$ cat src/rtl/rv32i_pkg.sv
// Shared widths, ALU opcodes and the execute-stage control bundle for the RV32I pipeline.
package rv32i_pkg;

    localparam int XLEN    = 32;
    localparam int ALUOP_W = 4;

    localparam logic [ALUOP_W-1:0] ALU_ADD  = 4'd0;
    localparam logic [ALUOP_W-1:0] ALU_SUB  = 4'd1;
    localparam logic [ALUOP_W-1:0] ALU_SLL  = 4'd2;
    localparam logic [ALUOP_W-1:0] ALU_SLT  = 4'd3;
    localparam logic [ALUOP_W-1:0] ALU_SLTU = 4'd4;
    localparam logic [ALUOP_W-1:0] ALU_XOR  = 4'd5;
    localparam logic [ALUOP_W-1:0] ALU_OR   = 4'd6;
    localparam logic [ALUOP_W-1:0] ALU_AND  = 4'd7;
    localparam logic [ALUOP_W-1:0] ALU_SRL  = 4'd8;
    localparam logic [ALUOP_W-1:0] ALU_SRA  = 4'd9;

    typedef struct packed {
        logic [ALUOP_W-1:0] alu_op;
        logic               alu_src;
        logic               reg_write;
        logic               mem_read;
        logic               mem_write;
        logic               branch;
        logic               jump;
    } ex_ctrl_t;

endpackage

$ cat src/rtl/rv32i_skid_buf.sv
// Two-slot skid buffer: a main output slot plus one overflow slot, with synchronous flush.
module rv32i_skid_buf #(
    parameter int WIDTH = 8
) (
    input  logic             clk,
    input  logic             rst,
    input  logic             flush,
    input  logic             in_valid,
    output logic             in_ready,
    input  logic [WIDTH-1:0] in_data,
    output logic             out_valid,
    input  logic             out_ready,
    output logic [WIDTH-1:0] out_data
);

    // Handshake: a beat moves on a port only in a cycle where valid & ready are both
    // high at the clock edge; a producer seeing ready=0 must hold valid and data steady.
    logic             r_main_valid;
    logic             r_skid_valid;
    logic             r_in_ready;
    logic [WIDTH-1:0] r_main_data;
    logic [WIDTH-1:0] r_skid_data;

    logic             w_accept;
    logic             w_xfer;
    logic             w_main_valid_nxt;
    logic             w_skid_valid_nxt;
    logic [WIDTH-1:0] w_main_data_nxt;
    logic [WIDTH-1:0] w_skid_data_nxt;

    assign w_accept = in_valid & r_in_ready;
    assign w_xfer   = r_main_valid & out_ready;

    always_comb begin
        w_main_valid_nxt = r_main_valid;
        w_skid_valid_nxt = r_skid_valid;
        w_main_data_nxt  = r_main_data;
        w_skid_data_nxt  = r_skid_data;
        if (flush) begin
            w_main_valid_nxt = 1'b0;
            w_skid_valid_nxt = 1'b0;
        end else if (!r_main_valid || w_xfer) begin
            // Skid full implies in_ready was low, so no accept can collide here.
            if (r_skid_valid) begin
                w_main_data_nxt  = r_skid_data;
                w_main_valid_nxt = 1'b1;
                w_skid_valid_nxt = 1'b0;
            end else if (w_accept) begin
                w_main_data_nxt  = in_data;
                w_main_valid_nxt = 1'b1;
            end else begin
                w_main_valid_nxt = 1'b0;
            end
        end else if (w_accept) begin
            w_skid_data_nxt  = in_data;
            w_skid_valid_nxt = 1'b1;
        end
    end

    always_ff @(posedge clk or posedge rst) begin
        if (rst) begin
            r_main_valid <= 1'b0;
            r_skid_valid <= 1'b0;
            r_in_ready   <= 1'b0;
            r_main_data  <= '0;
            r_skid_data  <= '0;
        end else begin
            r_main_valid <= w_main_valid_nxt;
            r_skid_valid <= w_skid_valid_nxt;
            r_in_ready   <= !w_skid_valid_nxt;
            r_main_data  <= w_main_data_nxt;
            r_skid_data  <= w_skid_data_nxt;
        end
    end

    assign in_ready  = r_in_ready;
    assign out_valid = r_main_valid;
    assign out_data  = r_main_data;

endmodule

$ cat src/rtl/rv32i_id_ex_reg.sv
// ID/EX pipeline register: packs decode fields into one vector held by a two-slot skid buffer.
module rv32i_id_ex_reg
    import rv32i_pkg::*;
(
    input  logic               clk,
    input  logic               rst,
    input  logic               flush,
    input  logic               in_valid,
    output logic               in_ready,
    input  logic [XLEN-1:0]    in_pc,
    input  logic [XLEN-1:0]    in_rs1_data,
    input  logic [XLEN-1:0]    in_rs2_data,
    input  logic [XLEN-1:0]    in_imm,
    input  logic [4:0]         in_rd,
    input  logic [ALUOP_W-1:0] in_alu_op,
    input  logic               in_alu_src,
    input  logic               in_reg_write,
    input  logic               in_mem_read,
    input  logic               in_mem_write,
    input  logic               in_branch,
    input  logic               in_jump,
    output logic               out_valid,
    input  logic               out_ready,
    output logic [XLEN-1:0]    out_pc,
    output logic [XLEN-1:0]    out_rs1_data,
    output logic [XLEN-1:0]    out_rs2_data,
    output logic [XLEN-1:0]    out_imm,
    output logic [4:0]         out_rd,
    output logic [ALUOP_W-1:0] out_alu_op,
    output logic               out_alu_src,
    output logic               out_reg_write,
    output logic               out_mem_read,
    output logic               out_mem_write,
    output logic               out_branch,
    output logic               out_jump
);

    localparam int PAYLOAD_W = 4 * XLEN + 5 + $bits(ex_ctrl_t);

    ex_ctrl_t               w_in_ctrl;
    ex_ctrl_t               w_out_ctrl;
    logic [PAYLOAD_W-1:0]   w_in_data;
    logic [PAYLOAD_W-1:0]   w_out_data;

    // A write to x0 is architecturally discarded, so drop it before it is stored.
    always_comb begin
        w_in_ctrl           = '0;
        w_in_ctrl.alu_op    = in_alu_op;
        w_in_ctrl.alu_src   = in_alu_src;
        w_in_ctrl.reg_write = in_reg_write & (in_rd != 5'd0);
        w_in_ctrl.mem_read  = in_mem_read;
        w_in_ctrl.mem_write = in_mem_write;
        w_in_ctrl.branch    = in_branch;
        w_in_ctrl.jump      = in_jump;
    end

    assign w_in_data = {in_pc, in_rs1_data, in_rs2_data, in_imm, in_rd, w_in_ctrl};

    rv32i_skid_buf #(
        .WIDTH (PAYLOAD_W)
    ) u_skid (
        .clk       (clk),
        .rst       (rst),
        .flush     (flush),
        .in_valid  (in_valid),
        .in_ready  (in_ready),
        .in_data   (w_in_data),
        .out_valid (out_valid),
        .out_ready (out_ready),
        .out_data  (w_out_data)
    );

    assign {out_pc, out_rs1_data, out_rs2_data, out_imm, out_rd, w_out_ctrl} = w_out_data;

    assign out_alu_op  = w_out_ctrl.alu_op;
    assign out_alu_src = w_out_ctrl.alu_src;

    // Side-effecting controls are masked whenever the slot is empty, which covers flush.
    assign out_reg_write = w_out_ctrl.reg_write & out_valid;
    assign out_mem_read  = w_out_ctrl.mem_read  & out_valid;
    assign out_mem_write = w_out_ctrl.mem_write & out_valid;
    assign out_branch    = w_out_ctrl.branch    & out_valid;
    assign out_jump      = w_out_ctrl.jump      & out_valid;

endmodule

$ cat config.mk
export PLATFORM = sky130hd
export DESIGN_NAME = rv32i_id_ex_reg
export DESIGN_NICKNAME = d
export VERILOG_FILES = /design/src/rtl/rv32i_pkg.sv /design/src/rtl/rv32i_skid_buf.sv /design/src/rtl/rv32i_id_ex_reg.sv
export SDC_FILE = /design/constraint.sdc
export NUM_CORES = 1
export LEC_CHECK = 0
export CORE_MARGIN = 2
export CORE_UTILIZATION = 51
export DETAILED_ROUTE_END_ITERATION = 12
export GPL_ROUTABILITY_DRIVEN = 0
export PLACE_DENSITY = 0.89
export SLEW_MARGIN = 20
export SYNTH_ARGS = -nofsm -noshare
export SYNTH_HDL_FRONTEND = slang
export SYNTH_SLANG_ARGS = --single-unit
$ cat constraint.sdc
create_clock -name clk -period 13.89 [get_ports clk]
set_input_delay 2.778 -clock clk [delete_from_list [all_inputs] [get_ports clk]]
set_output_delay 2.778 -clock clk [all_outputs]
set_load 0.01 [all_outputs]
==> flow_summary.toml <==
[run_status]
status = "finished, final reports clean"

[power_and_ir_drop]
power_density_nw_per_um2 = 149
vdd_drop_max_mv = 0.135
p_leak_nw = 6.85

[route]
drt_iter0_drc = 356
routed_wirelength_um = 26900
vias = 7499
remaining_drc_errors = 0
firstDrtPassIters = 4
wl_per_cell_um = 18.9
via_per_inst = 5.25
antenna_left = 0

[synthesis]
netlist_area_sq_um = 13500
synth_nets = 1069
synth_seq_cells = 289
seq_area_frac_synth_pct = 53.7
synth_cells = 921
synth_commonest_cells = "402 x mux2_2, 289 x dfrtp_1, 152 x buf_4"
synthFlopType = "dfrtp_1"
avgSynthCellArea_sq_um = 14.6
ys_warn_count = 0
async_flop_share_pct = 100
synth_top_area_share_pct = 53.7
yosysTopAreaCell = "dfrtp_1"
yosys-top-cells-area = "dfrtp_1 54%, mux2_2 34%, buf_4 8.5%, mux2_1 2.0%, buf_2 0.85%"
synthDistinctLibCells = 21
yosysMostFrequentCell = "mux2_2"
synth_edf_count = 0

[clock_network]
clockRootBuffer = "clkbuf_16"
postCtsSetupBuffers = 0
ctsLongestPathBuffers = 3
insertion_delay_ns = 0.55
htree_num_levels = 1
hold_buffers = 0
cts.sinks = 289
cts.repair.resized = 0
cts_made_buffers = 31
clk_pin_slew_worst_paths_ns = 0.06
cts_tree = "built"

[worst_hold_path]
hp-class = "reg2reg"
holdPathStages = 1
hp-start = "u_skid.out_data[132]"
holdPathEnd = "u_skid.out_data[132]"

[setup_path]
required_ns = 14.32
crit_fanout = 66
r2r_cells = 5
r2r_end = "u_skid.out_data[8]"
r2r_slack_ns = 10.15
crit_path_end_kind = "flip-flop"
critical_path_class = "in2reg"
critical_path_arrival_ns = 6.27
startpoint_type = "input pin"
reg2reg_from = "u_skid.r_skid_valid"

[floorplan]
die_y_um = 167
core_area_sq_um = 26000
dieArea_sq_um = 27700
die_w_um = 167
row_count = 59
initial_core_util_pct = 51.8
io_pins = 293

[place]
dpl_cell_area_sq_um = 15600
detailed_place_hpwl_um = 17500
placed_cells = 1372
numPortBuffers = 292
place_ws_ns = 7.45

[grt]
grt_pass1_vias = 8263
grt_pass1_wl_um = 43900
grt_max_degree = 152
antenna_found_initial = 0
overflow = 0
grt_usage_pct = 19.2

[timing]
setup_viol = 0
fin_crit_ns = 5.84
fmax_ghz = 0.171
timing.setup.tns_ns = 0
rsz0062_at_grt = "no"
worst_pin_slew_ns = 1.01
fin_ws_ns = 8.05
fin_crit_sh_pct = 42.0
clock_skew_ns = 0.00725
finalHoldViolCount = 0
drv_slew = 0
slew_headroom_pct = 30.9

[final_layout]
antenna_cells = 0
finalNetCount = 1218
multi_input_area_sq_um = 4950
utilization_pct = 64.1
final_cell_area_sq_um = 16600
synthToLayoutAreaGrowth_pct = 23.6
n_fill_cell = 1851
seq_area_sq_um = 7240
drive_gt1_share_pct = 42.5
instances_no_fill = 1428

[job]
cap_violations = 0
[how the worst max path moves through the flow]
stage / cells past startpoint / start / slack [ns] / end
3_5_place_dp: 5 / flush / 7.45 / u_skid.out_data[8]
2_1_floorplan: 1 / rst / 3.13 / u_skid.in_ready
5_1_grt: 6 / in_valid / 7.85 / u_skid.out_data[49]
4_1_cts: 5 / flush / 8.03 / u_skid.out_data[25]
3_3_place_gp: 6 / in_valid / 7.48 / u_skid.out_data[54]
6_report: 6 / in_valid / 8.05 / u_skid.out_data[8]
[final cells by class]
class	instances	share of cell area, %
Sequential cell	289	43.5
Clock buffer	43	5.35
Clock inverter	13	0.879
Inverter	3	0.113
Timing Repair Buffer	299	17.9
Multi-Input combinational cell	446	29.7
Tap cell	335	2.52
[cells by family (layout without fill, tap and decap cells)]
group	count (synthesis)	after routing	share of synthesized area [%]
compound gates	6	6	0.306
buf+inv	186	358	9.63
flops	289	289	53.7
mux	427	427	35.7
simple gates	13	13	0.697
[worst max-delay path, stage by stage]
cell	delay, ns
clkdlybuf4s50_1	0.49
a21oi_2	0.10
nor3_4	0.76
buf_4	0.84
buf_4	0.77
mux2_2	0.42
[stage by stage]
step | power (mW) | hold WS [ns]
3_3_place_gp | 1.65 | 0.468
3_5_place_dp | 1.68 | 0.476
6_report | 2.49 | 0.487
4_1_cts | 2.52 | 0.490
5_1_grt | 2.60 | 0.505
2_1_floorplan | 1.50 | 0.459
[state kept, by name (all words and copies together) (netlist names)]
name                 count
u_skid.in_ready          1
u_skid.r_skid_data     143
u_skid.r_skid_valid      1
u_skid.out_valid         1
u_skid.out_data        143
[report_power, final]
group | internal, mW | leakage, nW | switching [mW]
combinational | 0.342 | 2.86 | 0.182
clock | 0.500 | 0.517 | 0.329
sequential | 1.03 | 3.47 | 0.0999
total | 1.88 | 6.85 | 0.611
[layout by cell type (no fill, tap or decap), types with 2 or more instances in the layout]
cell,Yosys,final
nor2b_1,2,2
clkbuf_1,8,5
clkinv_2,0,8
buf_4,152,6
clkbuf_8,0,7
dfrtp_1,289,288
clkdlybuf4s50_1,0,292
clkbuf_16,0,31
bufinv_16,0,3
inv_1,3,2
o21ai_0,2,2
and2_1,5,5
mux2_2,402,402
mux2_1,24,24
nor3_4,1,2
[routing by layer]
metal  GRT usage [%]  up-vias  wire, um
li1                -     3397         -
met1            24.5     3837     11200
met2            32.9      209     13400
met3            3.87       56      1380
met4            6.78        0       907
met5               0        -         0
Power figures use the tool's default switching activity.
